--- src/rtl/fm_rd_arb_pkg.sv ---
// fm_rd_arb_pkg
//   Shared constants, arbiter state encoding and the round-robin pick helper
//   for the four-port DRAM read-command arbiter.
package fm_rd_arb_pkg;

   // Default interface widths of the internal bus.
   localparam int C_IB_ADDR_WIDTH = 32;
   localparam int C_IB_LEN_WIDTH  = 8;
   localparam int C_IB_DATA_WIDTH = 32;

   // Number of requesters; the id field of a FIFO entry is sized for this.
   localparam int P_ARB_NREQ = 4;

   typedef enum logic {
      P_ARB_IDLE  = 1'b0,
      P_ARB_GRANT = 1'b1
   } arb_state_e;

   // First set request at or after ptr, wrapping 3 -> 0.
   // Returns ptr when nothing is set; callers only use it with |req.
   function automatic logic [1:0] rr_pick(input logic [3:0] req,
                                          input logic [1:0] ptr);
      logic [1:0] idx;
      logic       found;
      rr_pick = ptr;
      found   = 1'b0;
      for (int k = 0; k < P_ARB_NREQ; k++) begin
         idx = ptr + 2'(k);
         if (!found && req[idx]) begin
            rr_pick = idx;
            found   = 1'b1;
         end
      end
   endfunction

endpackage

--- src/rtl/fm_rd_arb_fifo.sv ---
// fm_rd_arb_fifo
//   Outstanding-command FIFO: one entry {id[1:0], len} per accepted command.
//   Synchronous, single clock, read data is the head entry (show-ahead).
// Ports
//   clk_i, rst_i       clock, synchronous active-high reset
//   push_i, wdata_i    write request / entry (ignored while full)
//   pop_i              drop the head entry (ignored while empty)
//   rdata_o            head entry, valid while !empty_o
//   full_o, empty_o    occupancy flags
module fm_rd_arb_fifo #(
   parameter int P_W     = 10,
   parameter int P_DEPTH = 4
) (
   input  logic           clk_i,
   input  logic           rst_i,
   input  logic           push_i,
   input  logic [P_W-1:0] wdata_i,
   input  logic           pop_i,
   output logic [P_W-1:0] rdata_o,
   output logic           full_o,
   output logic           empty_o
);

   localparam int AW = $clog2(P_DEPTH);

   logic [P_W-1:0] mem_q [P_DEPTH];
   // Pointers carry one wrap bit so full and empty are distinguishable.
   logic [AW:0]    wr_q, rd_q;
   logic           do_push, do_pop;

   assign empty_o = (wr_q == rd_q);
   assign full_o  = (wr_q[AW-1:0] == rd_q[AW-1:0]) && (wr_q[AW] != rd_q[AW]);
   assign do_push = push_i & ~full_o;
   assign do_pop  = pop_i & ~empty_o;
   assign rdata_o = mem_q[rd_q[AW-1:0]];

   always_ff @(posedge clk_i) begin
      if (rst_i) begin
         wr_q <= '0;
         rd_q <= '0;
      end else begin
         if (do_push) wr_q <= wr_q + {{AW{1'b0}}, 1'b1};
         if (do_pop)  rd_q <= rd_q + {{AW{1'b0}}, 1'b1};
      end
   end

   always_ff @(posedge clk_i) begin
      if (do_push) mem_q[wr_q[AW-1:0]] <= wdata_i;
   end

endmodule

--- src/rtl/fm_rd_arb.sv ---
// fm_rd_arb
//   Four-port round-robin read-command arbiter in front of the shared DRAM
//   read path. One requester is granted at a time and the grant is held until
//   the downstream accepts. Every accepted command's {owner, len} is queued;
//   returning read beats are steered back to the owner in command order.
// Ports
//   clk_core, rst_x         clock, synchronous active-high reset
//   i_req/i_adrs/i_len      per-requester command (slice n = requester n)
//   o_ack                   per-requester command accept
//   o_req/o_adrs/o_len      downstream command, i_ack its accept
//   i_strr/i_dbr            downstream read beat strobe / data
//   o_strr/o_dbr            per-requester beat strobe / broadcast data
//   o_err                   sticky: beat arrived with nothing outstanding
module fm_rd_arb
   import fm_rd_arb_pkg::*;
#(
   parameter int P_IB_ADDR_WIDTH = C_IB_ADDR_WIDTH,
   parameter int P_IB_LEN_WIDTH  = C_IB_LEN_WIDTH,
   parameter int P_IB_DATA_WIDTH = C_IB_DATA_WIDTH,
   parameter int P_OUT_DEPTH     = 4
) (
   input  logic                         clk_core,
   input  logic                         rst_x,
   input  logic [3:0]                   i_req,
   input  logic [4*P_IB_ADDR_WIDTH-1:0] i_adrs,
   input  logic [4*P_IB_LEN_WIDTH-1:0]  i_len,
   output logic [3:0]                   o_ack,
   output logic                         o_req,
   output logic [P_IB_ADDR_WIDTH-1:0]   o_adrs,
   output logic [P_IB_LEN_WIDTH-1:0]    o_len,
   input  logic                         i_ack,
   input  logic                         i_strr,
   input  logic [P_IB_DATA_WIDTH-1:0]   i_dbr,
   output logic [3:0]                   o_strr,
   output logic [P_IB_DATA_WIDTH-1:0]   o_dbr,
   output logic                         o_err
);

   localparam int AW = P_IB_ADDR_WIDTH;
   localparam int LW = P_IB_LEN_WIDTH;
   localparam int EW = 2 + LW;

   arb_state_e    state_q, state_d;
   logic [1:0]    gnt_q, gnt_d;
   logic [1:0]    ptr_q, ptr_d;
   logic [LW-1:0] cnt_q, cnt_d, cnt_eff;
   logic          cnt_vld_q, cnt_vld_d;
   logic          err_q;

   logic          fifo_full, fifo_empty, push, pop;
   logic [EW-1:0] head;
   logic [1:0]    head_id;
   logic [LW-1:0] head_len;

   fm_rd_arb_fifo #(
      .P_W     (EW),
      .P_DEPTH (P_OUT_DEPTH)
   ) u_fifo (
      .clk_i   (clk_core),
      .rst_i   (rst_x),
      .push_i  (push),
      .wdata_i ({gnt_q, o_len}),
      .pop_i   (pop),
      .rdata_o (head),
      .full_o  (fifo_full),
      .empty_o (fifo_empty)
   );

   // Granted slices pass straight through; only meaningful while o_req.
   assign o_adrs = i_adrs[gnt_q*AW +: AW];
   assign o_len  = i_len[gnt_q*LW +: LW];

   always_comb begin
      state_d = state_q;
      gnt_d   = gnt_q;
      ptr_d   = ptr_q;
      o_req   = 1'b0;
      o_ack   = '0;
      push    = 1'b0;
      case (state_q)
         P_ARB_IDLE: begin
            if (|i_req && !fifo_full) begin
               gnt_d   = rr_pick(i_req, ptr_q);
               state_d = P_ARB_GRANT;
            end
         end
         P_ARB_GRANT: begin
            o_req = i_req[gnt_q] & ~fifo_full;
            if (o_req && i_ack) begin
               o_ack[gnt_q] = 1'b1;
               push         = 1'b1;
               ptr_d        = gnt_q + 2'd1;
               state_d      = P_ARB_IDLE;
            end else if (!i_req[gnt_q]) begin
               // Requester withdrew before acceptance.
               state_d = P_ARB_IDLE;
            end
         end
         default: state_d = P_ARB_IDLE;
      endcase
   end

   // Return path. The counter is loaded from the head in its first cycle;
   // until then the head's len stands in for it so a beat arriving in that
   // same cycle is counted correctly.
   assign head_id  = head[EW-1 -: 2];
   assign head_len = head[LW-1:0];
   assign cnt_eff  = cnt_vld_q ? cnt_q : head_len;
   assign o_dbr    = i_dbr;
   assign o_err    = err_q;

   always_comb begin
      o_strr    = '0;
      cnt_d     = cnt_q;
      cnt_vld_d = cnt_vld_q;
      if (i_strr && !fifo_empty) o_strr[head_id] = 1'b1;
      // Last beat pops; a zero-length head pops once its count is loaded.
      pop = ~fifo_empty & ((cnt_vld_q & (cnt_q == '0)) |
                           (i_strr & (cnt_eff == LW'(1))));
      if (pop) begin
         cnt_vld_d = 1'b0;
      end else if (!fifo_empty) begin
         cnt_vld_d = 1'b1;
         cnt_d     = (i_strr && cnt_eff != '0) ? cnt_eff - LW'(1) : cnt_eff;
      end
   end

   always_ff @(posedge clk_core) begin
      if (rst_x) begin
         state_q   <= P_ARB_IDLE;
         gnt_q     <= '0;
         ptr_q     <= '0;
         cnt_q     <= '0;
         cnt_vld_q <= 1'b0;
         err_q     <= 1'b0;
      end else begin
         state_q   <= state_d;
         gnt_q     <= gnt_d;
         ptr_q     <= ptr_d;
         cnt_q     <= cnt_d;
         cnt_vld_q <= cnt_vld_d;
         err_q     <= err_q | (i_strr & fifo_empty);
      end
   end

endmodule

--- config.mk ---
export PLATFORM = sky130hd
export DESIGN_NAME = fm_rd_arb
export DESIGN_NICKNAME = d
export VERILOG_FILES = /design/src/rtl/fm_rd_arb_pkg.sv /design/src/rtl/fm_rd_arb_fifo.sv /design/src/rtl/fm_rd_arb.sv
export SDC_FILE = /design/constraint.sdc
export NUM_CORES = 1
export LEC_CHECK = 0
export ABC_AREA = 1
export ABC_CLOCK_PERIOD_IN_PS = 5900
export CAP_MARGIN = 5
export CORE_UTILIZATION = 42
export CTS_CLUSTER_DIAMETER = 120
export CTS_CLUSTER_SIZE = 8
export DETAILED_ROUTE_END_ITERATION = 7
export PLACE_DENSITY_LB_ADDON = 0.05
export SLEW_MARGIN = 20
export SYNTH_ARGS = -nofsm -noshare
export SYNTH_HDL_FRONTEND = slang
export SYNTH_SLANG_ARGS = --single-unit
--- constraint.sdc ---
create_clock -name clk_core -period 5.9 [get_ports clk_core]
set_clock_uncertainty 0.2 [all_clocks]
set_input_delay 1.18 -clock clk_core [delete_from_list [all_inputs] [get_ports clk_core]]
set_output_delay 1.18 -clock clk_core [all_outputs]
set_load 0.1 [all_outputs]
# After elaboration in Yosys (flattened, before gate mapping)
# Memories as Yosys holds them, arrays and structs flattened. A register that Yosys moved wholly into a read port is not among the register bits.
# Cells that the tools add are included.
dict set report op_classes {
  add_sub_neg 7
  order_cmp 8
  eq_ne 4
  shift 2
  muxes 42
  bitwise_logic 13
  n_reduce_logical 22
}
# operator n
set op_table {}
lappend op_table {{indexed part select 128 x 8 -> 32 bit} 1}
lappend op_table {{indexed part select 32 x 6 -> 8 bit} 1}
lappend op_table {{2-to-1 mux 1 bit} 24}
lappend op_table {{< comparator 2 x 3 -> 1 bit, second input constant} 6}
lappend op_table {{2-to-1 mux 8 bit} 2}
lappend op_table {{2-to-1 mux 4 bit} 3}
lappend op_table {{binary-select mux 1 bit (select 2 bit)} 5}
lappend op_table {{logical AND 1 bit} 10}
lappend op_table {{2-to-1 mux 2 bit} 5}
lappend op_table {{== test 8 x 1 -> 1 bit, second input constant} 1}
lappend op_table {{logical NOT 8 bit} 1}
lappend op_table {{nonzero test 8 bit} 1}
lappend op_table {{subtractor 8 x 1 -> 8 bit, second input constant} 1}
lappend op_table {{AND 1 bit} 7}
lappend op_table {{adder 3 x 1 -> 3 bit, second input constant} 2}
lappend op_table {{AND reduction 2 bit} 3}
lappend op_table {{logical NOT 1 bit} 5}
lappend op_table {{adder 2 x 1 -> 2 bit, second input constant} 2}
lappend op_table {{adder 2 bit, second input constant} 2}
lappend op_table {{demux 1 bit (select 2 bit)} 2}
lappend op_table {{greater-or-equal comparator 2 x 1 -> 1 bit, second input constant} 2}
lappend op_table {{NOT 1 bit} 4}
lappend op_table {{OR reduction 4 bit} 1}
lappend op_table {{== test 3 bit} 1}
lappend op_table {{other kinds (5)} 6}
dict set report word_totals {
  regBits 21
  ramBits 40
  input_bits 200
  wordCells 107
  mem_count 1
}
# name words word_bits rd rd_clocked_by_memory_dff write_ports line_no
set mem_list {}
lappend mem_list {u_fifo.mem_q 4 10 1 1 1 fm_rd_arb_fifo.sv:26} ;# logic [P_W-1:0] mem_q [P_DEPTH];

# Longest topological paths before layout
dict set report logic_depth {
  word_depth 19
  ltp_mapped 16
  ltp_nobuf 15
}

# Cells and area by module
# A second synthesis with hierarchy kept.
dict set report unflattened {
  cells_unflattened 693
  hier_area_um2 4842.1
}
# mod n_inst cells_per_inst area_per_inst_um2
set by_module_without_submodules {}
lappend by_module_without_submodules {fm_rd_arb 1 522 2844.0}
lappend by_module_without_submodules {fm_rd_arb_fifo 1 171 1998.2}

# Least setup slack after synthesis
# No wires, ideal clock.
dict set report synth_path {
  kind {input -> output}
  startpoint {in i_req[2]}
  endpoint {out o_ack[0]}
  arrival_ps 4009
  required_time_ps 4520
  slack_ps 511
  stages 7
  cell_sequence {o21ai_1 -> o22ai_1 -> nand2_1 -> nor2_2 -> nand2_2 -> clkbuf_1 -> nor2_1}
}
dict set report synth_between {
  elab_chain_cells 6
}
# element line_no
set synth_rtl {}
lappend synth_rtl {{start, declared} fm_rd_arb.sv:24} ;# input logic [3:0] i_req,
lappend synth_rtl {{binary-select mux 1 bit (select 2 bit)} fm_rd_arb.sv:88} ;# o_req = i_req[gnt_q] & ~fifo_full;
lappend synth_rtl {{2-to-1 mux 1 bit (not written as such)} fm_rd_arb.sv:88}
lappend synth_rtl {{AND 1 bit} fm_rd_arb.sv:88}
lappend synth_rtl {{logical AND 1 bit} fm_rd_arb.sv:89} ;# if (o_req && i_ack) begin
lappend synth_rtl {{2-to-1 mux 4 bit} fm_rd_arb.sv:89}
lappend synth_rtl {{2-to-1 mux 4 bit} fm_rd_arb.sv:80} ;# case (state_q)
lappend synth_rtl {{end, declared} fm_rd_arb.sv:27} ;# output logic [3:0] o_ack,
# Every way passes these cells. The select of a mux whose other input is x is not followed.

# Final worst setup path
dict set report layout_path {
  startpoint {in i_adrs[38]}
  endpoint {out o_adrs[6]}
}
dict set report layout_between {
  elab_chain_cells 1
}
# element line_no
set layout_rtl {}
lappend layout_rtl {{start, declared} fm_rd_arb.sv:25} ;# input logic [4*P_IB_ADDR_WIDTH-1:0] i_adrs,
lappend layout_rtl {{indexed part select 128 x 8 -> 32 bit} fm_rd_arb.sv:70} ;# assign o_adrs = i_adrs[gnt_q*AW +: AW];
lappend layout_rtl {{end, declared} fm_rd_arb.sv:29} ;# output logic [P_IB_ADDR_WIDTH-1:0] o_adrs,
# Every way passes these cells.

==> impl_results.rst <==
.. list-table::
   :header-rows: 1

   * - Metric
     - Value
   * - Complex-gate fraction of the synthesized area
     - 19.0%
   * - Instance count along the most critical hold path
     - 2
   * - Worst path required time
     - 4.52 ns
   * - Util after Layout
     - 64.0%
   * - Row count
     - 38
   * - Gpl congestion
     - 0.970
   * - DPL Wire Length
     - 13.9 mm
   * - Placed inst area
     - 0.00668 mm²
   * - Total non-filler cell area in the finished layout
     - 0.00700 mm²
   * - Result of the run
     - finished, final reports clean
   * - TNS Setup
     - 0 ns
   * - Clock tree root buffer cell
     - clkbuf_16
   * - Max Buffers Root-to-Sink
     - 2
   * - Final setup violation count
     - 0
   * - Via count of the first global-routing pass
     - 4960
   * - Min-Delay Path Class
     - reg2reg
   * - All-layer global routing usage
     - 29.8%
   * - Final clock period utilization by the worst path
     - 80.2%
   * - Worst Hold Endpoint
     - o_err
   * - Setup repair bufs after CTS
     - 0
   * - Number of flops mapped to enable cells by yosys
     - 40
   * - Total Nets Final
     - 1059
   * - Initial antenna violation count
     - 0
   * - Core area
     - 0.0109 mm²
   * - Worst vdd ir
     - 0.000289 V
   * - Count of pins on the block boundary
     - 282
   * - Number of buffer cells added on primary ports
     - 217
   * - Transition at the pin with the smallest max-transition slack
     - 1.03 ns
   * - Synth warnings
     - 0
   * - Endpoint of the lowest-slack register-to-register path
     - u_fifo.wr_q[2]
   * - Clock tree from TritonCTS
     - built
   * - Per-cell routed wire length
     - 17.8 µm
   * - Number of clock sinks seen by CTS
     - 63
   * - Most frequent cells in the layout
     - 191 x clkdlybuf4s50_1, 122 x nor2_1, 98 x nand2_1
   * - Hold path startpoint
     - o_err
   * - Startpoint of the most critical register-to-register path
     - gnt_q[1]
   * - Number of H-tree branching levels
     - 3
   * - Syn-to-layout area delta
     - 47.0%
   * - Fraction of registers with async set/reset
     - 0%
   * - Antenna cells
     - 0
   * - Fraction of synthesized area in multiplexers
     - 0%
   * - Post-Synth XOR/XNOR Area
     - 1.10%
   * - Total leakage power
     - 2.91 nW
   * - Final hold violation count
     - 0
   * - Worst Path Arrival
     - 3.35 ns
   * - DIE WIDTH
     - 108 µm
   * - Cell area power density
     - 339 mW/mm²
   * - Count of maximum capacitance violations
     - 0
   * - Post-layout minimum cycle time
     - 4.73 ns
   * - Portion of the post-synthesis area used by sequential elements
     - 34.9%
   * - Post-synth net total
     - 894
   * - Total of flip-flops plus latches after synthesis
     - 63
   * - Area of the mapped netlist
     - 0.00476 mm²
   * - Critical-path maximum fanout
     - 1
   * - Clock network latency to the later pin of the worst-skew pair
     - 0.33 ns
   * - Height of the die
     - 108 µm
   * - Peak Freq
     - 211 MHz
   * - Fraction of layout instances using a drive strength above 1
     - 9.98%
   * - Max-slew headroom at the worst pin
     - 31.0%
   * - Final-report max-slew violation count
     - 0
   * - Total via count in the routed design
     - 5142
   * - Number of cells on the worst reg-to-reg path
     - 10
   * - Residual DRC
     - 0
   * - Adder-cell share of the synthesized area
     - 3.15%
   * - Clock transition at the register clock pins on the worst setup and hold paths after CTS
     - 0.05 ns
   * - Fillcell total
     - 966
   * - Overflow left after global routing
     - 0
   * - DRT antenna net count
     - 0
   * - Synth cell types
     - 39
   * - Area of the die
     - 0.0118 mm²
   * - Number of CTS-inserted buffers
     - 9
   * - Minimum setup slack among reg-to-reg paths
     - 2.41 ns
   * - Post-DR vias/cell
     - 5.18
   * - Type of the worst setup path
     - in2out
   * - Power consumption
     - 2.37 mW
   * - Final worst hold slack
     - 0.280 ns
   * - Cells after synthesis
     - 682
   * - Worst setup path startpoint
     - i_adrs[38]
   * - Worst setup SP type
     - input port
   * - Synth Area per Inst
     - 6.98 µm²
   * - Pin count of the biggest net entering global routing
     - 89
   * - Most frequent standard cell in the layout excluding fill and tap cells
     - clkdlybuf4s50_1
   * - Starting density of the core
     - 43.5%
   * - Dominant register cell in the synthesized netlist
     - edfxtp_1
   * - Simple logic cell fraction of the synthesized area
     - 27.3%
   * - Number of DRC violations after detailed-routing iteration 0
     - 337
   * - RSZ-0062 raised after global routing
     - false
   * - Count of TritonRoute iterations in the first routing pass
     - 5
   * - Largest family of logic cells by synthesized area
     - simple AND/OR/NAND/NOR gates
   * - DRT Wirelength
     - 17.6 mm
   * - Wire length of the first global-routing pass
     - 25.7 mm
   * - Kind of end point of the critical path
     - output port
   * - Post-cts repair resize count
     - 0
   * - CTS Hold Bufs
     - 0
[cells in the mapped netlist (2+ instances only)]
cell / instances / area share (%)
nor2_1: 122 / 9.6
inv_2: 2 / 0.16
edfxtp_1: 40 / 25
buf_4: 35 / 5.5
ha_1: 12 / 3.2
xnor2_1: 4 / 0.74
buf_2: 3 / 0.32
o22ai_1: 42 / 5.5
nand2_2: 13 / 1.7
nand3_1: 33 / 3.5
o21ai_0: 95 / 10
xor2_1: 2 / 0.37
inv_1: 71 / 5.6
nand4_1: 2 / 0.26
nand2_1: 98 / 7.7
buf_6: 2 / 0.47
clkbuf_1: 27 / 2.1
nor2_2: 3 / 0.39
nand2_4: 4 / 0.95
dfxtp_1: 23 / 9.7
o21ai_1: 12 / 1.3
a21oi_1: 15 / 1.6
nand3_2: 6 / 1.3
[state kept, by name (all words and copies together) (netlist names), named ones only]
register / count
cnt_q: 8
cnt_vld_q: 1
gnt_q: 2
o_err: 1
ptr_q: 2
state_q: 1
u_fifo.mem_q: 40
u_fifo.rd_q: 3
u_fifo.wr_q: 3
[layout make-up]
type | instances | area, µm² | share of cell area, %
multi-input combinational | 476 | 2400 | 34.4
timing repair buffer | 222 | 2140 | 30.6
sequential | 63 | 1660 | 23.8
inverter | 75 | 289 | 4.13
clock buffer | 9 | 225 | 3.22
tap | 140 | 175 | 2.50
clock inverter | 7 | 97.6 | 1.39
[worst max-delay path: stages]
cell	delay, ns
clkdlybuf4s50_1	0.45
o21ai_0	0.09
o22ai_1	0.41
clkdlybuf4s50_1	1.22
[kinds of logic (layout without fill, tap and decap cells)]
group           after synthesis  after routing
simple gates                291            291
xor+xnor                      6              6
buf+inv                     143            313
flops                        63             63
compound gates              167            167
fa+ha+maj                    12             12
[per-stage QoR]
step	worst slack (ns)	cells
after floorplan	0.511	682
after global placement	1.24	976
after detailed placement	1.23	976
after CTS	1.23	992
after global routing	1.13	992
final	1.17	992
[layer usage]
| layer | wire length (µm) | GRT usage [%] | up-vias |
|---|---|---|---|
| met5 | 82 | 5.36 | - |
| met4 | 505 | 11.4 | 2 |
| met3 | 2260 | 15.5 | 42 |
| met2 | 8080 | 48.5 | 209 |
| met1 | 6720 | 32.5 | 2334 |
| li1 | - | - | 2555 |
[how the worst max path moves through the flow]
| stage | slack (ns) | cells after the start | to |
|---|---|---|---|
| 2_1_floorplan | 0.51 | 7 | o_ack[0] |
| 3_3_place_gp | 1.24 | 4 | o_adrs[6] |
| 3_5_place_dp | 1.23 | 4 | o_adrs[6] |
| 4_1_cts | 1.23 | 4 | o_adrs[6] |
| 5_1_grt | 1.13 | 4 | o_adrs[6] |
| 6_report | 1.17 | 4 | o_adrs[6] |
[power by group]
group | internal [mW] | leakage (nW) | switching, mW | total, mW
sequential | 0.511 | 0.551 | 0.0224 | 0.534
clock | 0.370 | 0.152 | 0.195 | 0.565
combinational | 0.341 | 2.21 | 0.935 | 1.28
No activity file was read; power rests on OpenSTA's default activity.
